`src/rtl/uart_pkg.sv`:
```
// Shared UART definitions: parity/stop mode codes, FSM encodings
// and sizing helpers used by the receive and transmit paths.
package uart_pkg;

    localparam int CHECK_NONE = 0;
    localparam int CHECK_EVEN = 1;
    localparam int CHECK_ODD  = 2;
    localparam int CHECK_ZERO = 3;
    localparam int CHECK_ONE  = 4;

    localparam int STOP_ONE      = 0;
    localparam int STOP_ONE_HALF = 1;
    localparam int STOP_TWO      = 2;

    typedef enum logic [2:0] {
        RX_IDLE,
        RX_START,
        RX_DATA,
        RX_PARITY,
        RX_STOP,
        RX_WAIT_IDLE
    } rx_state_e;

    typedef enum logic [2:0] {
        TX_IDLE,
        TX_START,
        TX_DATA,
        TX_PARITY,
        TX_STOP
    } tx_state_e;

    // Rounded clocks per oversample tick, never below 1.
    function automatic int calc_div(int clk_hz, int baud, int os);
        int den;
        int q;
        den = baud * os;
        q = (clk_hz + den / 2) / den;
        return (q < 1) ? 1 : q;
    endfunction

    function automatic int cnt_width(int n);
        return (n <= 2) ? 1 : $clog2(n);
    endfunction

    function automatic logic parity_exp(logic [8:0] d, int mode);
        logic p;
        case (mode)
            CHECK_ODD:  p = ~^d;
            CHECK_ZERO: p = 1'b0;
            CHECK_ONE:  p = 1'b1;
            default:    p = ^d;
        endcase
        return p;
    endfunction

endpackage

```
`src/rtl/uart_sync_fifo.sv`:
```
// Show-ahead synchronous FIFO with occupancy count.
// Head data reads as zero while the FIFO is empty.
module uart_sync_fifo
#(
    parameter int WIDTH = 10,
    parameter int DEPTH = 16
) (
    input  logic                     clk,
    input  logic                     rst_n,
    input  logic                     push_i,
    input  logic [WIDTH-1:0]         wdata_i,
    input  logic                     pop_i,
    output logic [WIDTH-1:0]         rdata_o,
    output logic [$clog2(DEPTH):0]   count_o,
    output logic                     full_o,
    output logic                     empty_o
);

    localparam int AW = $clog2(DEPTH);
    localparam logic [AW:0] FULL_CNT = (AW + 1)'(DEPTH);

    logic [WIDTH-1:0] mem_q [DEPTH];
    logic [AW-1:0]    wr_ptr_q, wr_ptr_d;
    logic [AW-1:0]    rd_ptr_q, rd_ptr_d;
    logic [AW:0]      count_q, count_d;
    logic             do_push, do_pop;

    always_comb begin
        full_o   = (count_q == FULL_CNT);
        empty_o  = (count_q == '0);
        do_pop   = pop_i & ~empty_o;
        do_push  = push_i & (~full_o | do_pop);
        wr_ptr_d = wr_ptr_q + AW'(do_push);
        rd_ptr_d = rd_ptr_q + AW'(do_pop);
        count_d  = count_q + (AW + 1)'(do_push)
                           - (AW + 1)'(do_pop);
        rdata_o  = empty_o ? '0 : mem_q[rd_ptr_q];
    end

    assign count_o = count_q;

    always_ff @(posedge clk or negedge rst_n) begin
        if (!rst_n) begin
            wr_ptr_q <= '0;
            rd_ptr_q <= '0;
            count_q  <= '0;
        end else begin
            wr_ptr_q <= wr_ptr_d;
            rd_ptr_q <= rd_ptr_d;
            count_q  <= count_d;
        end
    end

    always_ff @(posedge clk) begin
        if (do_push) begin
            mem_q[wr_ptr_q] <= wdata_i;
        end
    end

endmodule

```
`src/rtl/uart_rx_os.sv`:
```
// Oversampling UART receiver: majority-vote sampling, parity and
// framing tags, break detection and a back-pressured receive FIFO.
module uart_rx_os
    import uart_pkg::*;
#(
    parameter int system_clk = 50_000_000,
    parameter int band_rate  = 9600,
    parameter int data_bits  = 8,
    parameter int check_mode = 1,
    parameter int stop_mode  = 0,
    parameter int oversample = 16,
    parameter int fifo_depth = 16
) (
    input  logic                          clk,
    input  logic                          rst_n,
    input  logic                          rx_en,
    input  logic                          rx,
    output logic [data_bits-1:0]          data_out,
    output logic                          parity_err,
    output logic                          frame_err,
    output logic                          data_out_valid,
    input  logic                          data_out_ready,
    output logic [$clog2(fifo_depth):0]   fifo_count,
    output logic                          overflow,
    input  logic                          clear_overflow,
    output logic                          break_det
);

    localparam int DIV = calc_div(system_clk, band_rate, oversample);
    localparam int TCW = cnt_width(DIV);
    localparam int OSW = $clog2(oversample);
    localparam int BCW = 4;
    localparam int WW  = data_bits + 2;

    localparam logic [TCW-1:0] T_LAST = TCW'(DIV - 1);
    localparam logic [OSW-1:0] S_LO   = OSW'(oversample / 2 - 1);
    localparam logic [OSW-1:0] S_MID  = OSW'(oversample / 2);
    localparam logic [OSW-1:0] S_HI   = OSW'(oversample / 2 + 1);
    localparam logic [OSW-1:0] S_END  = OSW'(oversample - 1);
    localparam logic [BCW-1:0] B_LAST = BCW'(data_bits - 1);

    rx_state_e state_q, state_d;

    logic                 rx_meta_q, rx_sync_q, rx_prev_q;
    logic [TCW-1:0]       tick_cnt_q, tick_cnt_d;
    logic [OSW-1:0]       os_cnt_q, os_cnt_d;
    logic [1:0]           samp_q, samp_d;
    logic [BCW-1:0]       bit_cnt_q, bit_cnt_d;
    logic [data_bits-1:0] data_q, data_d;
    logic                 par_err_q, par_err_d;
    logic                 frm_err_q, frm_err_d;
    logic                 par_bit_q, par_bit_d;
    logic                 stop2_q, stop2_d;
    logic                 brk_q, brk_d;
    logic                 ovf_q, ovf_d;

    logic                 tick, fall, vote;
    logic                 bit_done, bit_end;
    logic                 push, pop;
    logic                 fifo_full, fifo_empty;
    logic [WW-1:0]        push_word, head_word;

    assign tick     = (tick_cnt_q == T_LAST);
    assign fall     = rx_prev_q & ~rx_sync_q;
    assign vote     = (samp_q[0] & samp_q[1])
                    | (samp_q[0] & rx_sync_q)
                    | (samp_q[1] & rx_sync_q);
    assign bit_done = tick & (os_cnt_q == S_HI);
    assign bit_end  = tick & (os_cnt_q == S_END);

    always_comb begin
        state_d    = state_q;
        tick_cnt_d = tick ? '0 : tick_cnt_q + TCW'(1);
        os_cnt_d   = os_cnt_q;
        samp_d     = samp_q;
        bit_cnt_d  = bit_cnt_q;
        data_d     = data_q;
        par_err_d  = par_err_q;
        frm_err_d  = frm_err_q;
        par_bit_d  = par_bit_q;
        stop2_d    = stop2_q;
        brk_d      = 1'b0;
        push       = 1'b0;

        if (tick) begin
            os_cnt_d = os_cnt_q + OSW'(1);
            if (os_cnt_q == S_LO)  samp_d[0] = rx_sync_q;
            if (os_cnt_q == S_MID) samp_d[1] = rx_sync_q;
        end

        unique case (state_q)
            RX_IDLE: begin
                if (rx_en && fall) begin
                    state_d    = RX_START;
                    tick_cnt_d = '0;
                    os_cnt_d   = '0;
                    bit_cnt_d  = '0;
                    par_err_d  = 1'b0;
                    frm_err_d  = 1'b0;
                    par_bit_d  = 1'b0;
                    stop2_d    = 1'b0;
                end
            end
            RX_START: begin
                if (bit_done && vote) begin
                    state_d = RX_IDLE;
                end else if (bit_end) begin
                    state_d = RX_DATA;
                end
            end
            RX_DATA: begin
                if (bit_done) begin
                    data_d = {vote, data_q[data_bits-1:1]};
                end
                if (bit_end) begin
                    bit_cnt_d = bit_cnt_q + BCW'(1);
                    if (bit_cnt_q == B_LAST) begin
                        state_d = (check_mode != CHECK_NONE)
                                ? RX_PARITY : RX_STOP;
                    end
                end
            end
            RX_PARITY: begin
                if (bit_done) begin
                    par_bit_d = vote;
                    par_err_d = vote
                        != parity_exp(9'(data_q), check_mode);
                end
                if (bit_end) begin
                    state_d = RX_STOP;
                end
            end
            RX_STOP: begin
                if (bit_done) begin
                    if (!vote) frm_err_d = 1'b1;
                    // A zero first stop after an all-zero frame is a break.
                    if (!stop2_q && !vote && !par_bit_q
                        && data_q == '0) begin
                        brk_d   = 1'b1;
                        state_d = RX_WAIT_IDLE;
                    end else if (stop_mode == STOP_TWO && !stop2_q) begin
                        stop2_d = 1'b1;
                    end else begin
                        push    = 1'b1;
                        state_d = RX_IDLE;
                    end
                end
            end
            RX_WAIT_IDLE: begin
                if (rx_sync_q) state_d = RX_IDLE;
            end
            default: state_d = RX_IDLE;
        endcase

        if (!rx_en) begin
            state_d = RX_IDLE;
            push    = 1'b0;
            brk_d   = 1'b0;
        end
    end

    assign push_word = {frm_err_d, par_err_q, data_q};
    assign pop       = data_out_ready & ~fifo_empty;
    assign ovf_d     = (push & fifo_full & ~pop)
                     | (ovf_q & ~clear_overflow);

    always_ff @(posedge clk or negedge rst_n) begin
        if (!rst_n) begin
            state_q    <= RX_IDLE;
            rx_meta_q  <= 1'b1;
            rx_sync_q  <= 1'b1;
            rx_prev_q  <= 1'b1;
            tick_cnt_q <= '0;
            os_cnt_q   <= '0;
            samp_q     <= '0;
            bit_cnt_q  <= '0;
            data_q     <= '0;
            par_err_q  <= 1'b0;
            frm_err_q  <= 1'b0;
            par_bit_q  <= 1'b0;
            stop2_q    <= 1'b0;
            brk_q      <= 1'b0;
            ovf_q      <= 1'b0;
        end else begin
            state_q    <= state_d;
            rx_meta_q  <= rx;
            rx_sync_q  <= rx_meta_q;
            rx_prev_q  <= rx_sync_q;
            tick_cnt_q <= tick_cnt_d;
            os_cnt_q   <= os_cnt_d;
            samp_q     <= samp_d;
            bit_cnt_q  <= bit_cnt_d;
            data_q     <= data_d;
            par_err_q  <= par_err_d;
            frm_err_q  <= frm_err_d;
            par_bit_q  <= par_bit_d;
            stop2_q    <= stop2_d;
            brk_q      <= brk_d;
            ovf_q      <= ovf_d;
        end
    end

    uart_sync_fifo #(
        .WIDTH (WW),
        .DEPTH (fifo_depth)
    ) u_fifo (
        .clk     (clk),
        .rst_n   (rst_n),
        .push_i  (push),
        .wdata_i (push_word),
        .pop_i   (pop),
        .rdata_o (head_word),
        .count_o (fifo_count),
        .full_o  (fifo_full),
        .empty_o (fifo_empty)
    );

    assign data_out       = head_word[data_bits-1:0];
    assign parity_err     = head_word[data_bits];
    assign frame_err      = head_word[data_bits+1];
    assign data_out_valid = ~fifo_empty;
    assign overflow       = ovf_q;
    assign break_det      = brk_q;

endmodule

```
`config.mk`:
```
export PLATFORM = sky130hd
export DESIGN_NAME = uart_rx_os
export DESIGN_NICKNAME = d
export VERILOG_FILES = /design/src/rtl/uart_pkg.sv /design/src/rtl/uart_sync_fifo.sv /design/src/rtl/uart_rx_os.sv
export SDC_FILE = /design/constraint.sdc
export NUM_CORES = 1
export LEC_CHECK = 0
export CAP_MARGIN = 10
export CORE_MARGIN = 8
export CORE_UTILIZATION = 40
export CTS_CLUSTER_DIAMETER = 30
export CTS_CLUSTER_SIZE = 8
export DETAILED_ROUTE_END_ITERATION = 8
export PLACE_DENSITY_LB_ADDON = 0.25
export SETUP_SLACK_MARGIN = 0.02
export SLEW_MARGIN = 20
export SYNTH_ARGS = -nofsm -noshare
export SYNTH_HDL_FRONTEND = slang
export SYNTH_SLANG_ARGS = --single-unit
```
`constraint.sdc`:
```
create_clock -name clk -period 5.4 [get_ports clk]
set_input_delay 1.08 -clock clk [delete_from_list [all_inputs] [get_ports clk]]
set_output_delay 1.08 -clock clk [all_outputs]
set_load 0.02 [all_outputs]
```
==> summary.txt <==
Timing
  • Setup TNS: 0 ns
  • Post-layout min period: 4.30 ns
  • Worst hold slack: around 0.36 ns
  • Setup violations, final: 0
  • RSZ-0062 raised after global routing: no
  • Final slew viol count: 0
  • Worst setup margin: approximately 1.1 ns
  • Max Clk Rate: 0.232 GHz
  • Final period utilization: 79.7%
  • Slew HR: 24.6%
  • Fin Clk Skew: 0.0180 ns
  • Final hold vios: 0
  • Least-Margin Pin Slew: 1.13 ns

Power
  • PD cells: 498 mW/mm²
  • Leakage: roughly 4.3 nW
  • Peak VDD IR: 249 µV
  • Internal: 4.10 mW
  • Clk pwr share: 50.3%
  • Combinational group share of total power: 13.0%
  • Net Sw Power: approximately 1.3 mW
  • Sequential share of power: 36.7%
  • Sw Share: 24.6%

Critical path
  • CP Max Fanout: 14
  • Crit path largest cell delay: between 0.8 and 0.9 ns
  • Delay-heaviest family, CP: flip-flops
  • Worst path cell trace: nand2b_1, o221ai_1, o21ai_0, a211oi_1, clkdlybuf4s50_1
  • Worst-path cell with the longest stage delay: dfrtp_1
  • CP Launch Type: register
  • Critical path class: reg2out
  • R2r startpoint: u_fifo.count_o[3]
  • CP bufs+invs: 1
  • WP data required: 4.32 ns
  • Critical path origin: u_fifo.rd_ptr_q[2]
  • Arrival @ worst endpoint: about 3.2 ns
  • Critical path endpoint category: primary output

Yosys
  • Gate Count Post-Synth: about 530
  • Synth cell types: 44
  • Syn Area/Cell: 16.6 µm²
  • Post-synthesis async set-or-reset flop share: 24.2%
  • Syn nets: roughly 560
  • Register area share after synthesis: 69.3%
  • Prevailing post-synth register cell: edfxtp_1
  • Yosys warns: 0
  • Register bit count reported by yosys: 211
  • Mapped cell area: between 0.008 and 0.009 mm²
  • Post-synth EDFFs: 160

Placed design
  • # port buffers: 23
  • Placer congestion estimate: around 0.8
  • DP HPWL: 11,300 µm
  • Cell Area, Placed: approximately 0.0094 mm²
  • Place WS: 1.30 ns

CTS
  • H-tree depth: 2
  • Cts bufs inserted: 44
  • Clock net sink count: 211
  • Post-CTS Setup Repair Bufs: 0
  • Skew-Pair Late Insertion Delay: 0.51 ns
  • TritonCTS clock tree: built
  • CTS root buf: clkbuf_16
  • Post-CTS sizing: 0
  • CTS clk-pin slew, worst paths: 0.04 ns
  • Cts hold-fix bufs: 0
  • Clock tree buffer depth: 3

Global route
  • GRT Util Overall: a little over an eighth
  • GRT overflow: 0
  • Global-route wire length before repair: 28,200 µm
  • Largest net degree at the start of global routing: 52
  • Vias in the first global route: 4,954
  • Initial antenna violation count: 0

Route
  • First-iteration detailed-routing DRC count: around 340
  • DR WL/cell: 19.7 µm
  • Final WL: 17,800 µm
  • # DRC: 0
  • Via count: between 4,000 and 5,000
  • Routed Antenna Nets: 0
  • Vias per cell: around 5.2
  • Drt first pass iters: 4

Worst hold path
  • Hold WC Path Type: reg2reg
  • Hold Crit Start: rx_meta_q

Finish
  • Synthesis-to-layout area growth: 24.3%
  • Diode count: 0
  • Commonest cells after routing, fill and taps aside: edfxtp_1, dfrtp_1, clkbuf_16
  • Fraction of layout cells with a size suffix above 1: 21.7%
  • Most common cell after layout, fill and taps aside: edfxtp_1
  • Design area: approximately 0.011 mm²
  • Nets: 618
  • Final design utilization: 50.4%

Die
  • # rows: 54
  • Die Width: ~160 µm
  • Die Footprint: 0.0270 mm²
  • Die height: between 150 and 200 µm
  • Initial Util: 40.5%
  • Area of the core region: 0.0217 mm²
  • I/O Pins: 24

Job
  • Number of max-cap violations: 0

Run status
  • Status: finished, final reports clean
==> stage by stage <==
stage	power, mW	instances
finish	5.44	906
global route	5.67	906
CTS	5.50	906
detailed placement	2.74	825
global placement	2.73	825
floorplan	2.50	528
==> synthesized netlist by cell type, types with 2 or more instances <==
cell type	n	share of area, %
edfxtp_1	160	55
dfrtp_1	48	14
mux4_2	38	9.7
nor2_1	34	1.5
nand2_1	24	1.0
inv_1	21	0.90
ha_1	20	2.8
o21ai_0	19	1.1
mux2i_1	18	2.1
xor2_1	14	1.4
and2_1	13	0.93
xnor2_1	11	1.1
nand3_1	10	0.57
buf_2	9	0.51
clkbuf_1	9	0.38
nand4_1	7	0.50
nor3_1	7	0.40
nand3b_1	6	0.51
a21oi_1	5	0.28
nand2b_1	5	0.36
a211oi_1	4	0.34
and3_1	4	0.28
mux2_2	4	0.51
nor3b_1	4	0.34
o221ai_1	4	0.40
o22ai_1	4	0.28
o32ai_1	4	0.40
dfstp_2	3	0.90
and4bb_2	2	0.28
buf_4	2	0.17
or3_1	2	0.14
==> worst reg2reg max path, stage by stage (launching register included) <==
cell,delay [ns]
dfrtp_1,0.39
inv_1,0.09
ha_1,0.14
or3b_2,0.46
nor2_1,0.42
inv_1,0.35
and2_1,0.30
ha_1,0.28
inv_1,0.04
ha_1,0.20
fa_1,0.40
a21oi_1,0.18
nor2_1,0.06
nor2_1,0.11
xnor2_1,0.12
==> worst paths after layout <==
kind | endpoint | slack, ns | depth (start not counted)
min reg2reg | rx_sync_q | 0.36 | 0
max in group asynchronous | u_fifo.rd_ptr_q[0] | 4.20 | 2
min | rx_sync_q | 0.36 | 0
min in group asynchronous | state_q[2] | 0.71 | 2
max reg2reg | u_fifo.count_o[4] | 1.80 | 14
max | parity_err | 1.10 | 5
==> layer usage <==
metal / track usage (%) / wire, µm / share of wire (%) / up-vias
met3: 3.36 / 867 / 4.9 / 19
met4: 3.64 / 201 / 1.1 / 0
met1: 17.5 / 7930 / 45 / 2404
met2: 22.6 / 8800 / 49 / 103
met5: 0 / 0 / 0 / -
li1: - / - / - / 2172
==> cell type report <==
| class | instances | area (µm²) |
|---|---|---|
| Clock inverter | 29 | 359 |
| Timing Repair Buffer | 37 | 330 |
| Tap cell | 280 | 350 |
| Clock buffer | 52 | 1180 |
| Fill cell | 1734 | 10800 |
| Inverter | 21 | 78.8 |
| Sequential cell | 211 | 6090 |
| Multi-Input combinational cell | 276 | 2530 |
==> power groups by stage <==
| stage | sequential, mW | combinational (mW) | clock, mW |
|---|---|---|---|
| 3_5_place_dp | 2.03 | 0.716 | 0 |
| 5_1_grt | 2.02 | 0.773 | 2.87 |
| 3_3_place_gp | 2.03 | 0.701 | 0 |
| 4_1_cts | 2.00 | 0.718 | 2.78 |
| 2_1_floorplan | 1.90 | 0.604 | 0 |
| 6_report | 2.00 | 0.706 | 2.73 |
==> sequential cells by signal, indices dropped and copies added, names as in the netlist, 2 cells and up <==
signal / cells
u_fifo.mem_q: 160
tick_cnt_q: 9
data_q: 8
u_fifo.count_o: 5
bit_cnt_q: 4
os_cnt_q: 4
u_fifo.rd_ptr_q: 4
u_fifo.wr_ptr_q: 4
state_q: 3
samp_q: 2
==> cell families (layout without fill, tap and decap cells) <==
logic type | count (synthesis) | in the layout | share of synthesized area, %
flops | 211 | 211 | 69.3
simple gates | 124 | 124 | 7.53
mux | 60 | 60 | 12.3
compound gates | 45 | 45 | 3.25
buf+inv | 41 | 139 | 1.97
xor+xnor | 25 | 25 | 2.49
fa+ha+maj | 22 | 22 | 3.19
Note: power is estimated with default switching activity, not from simulation.
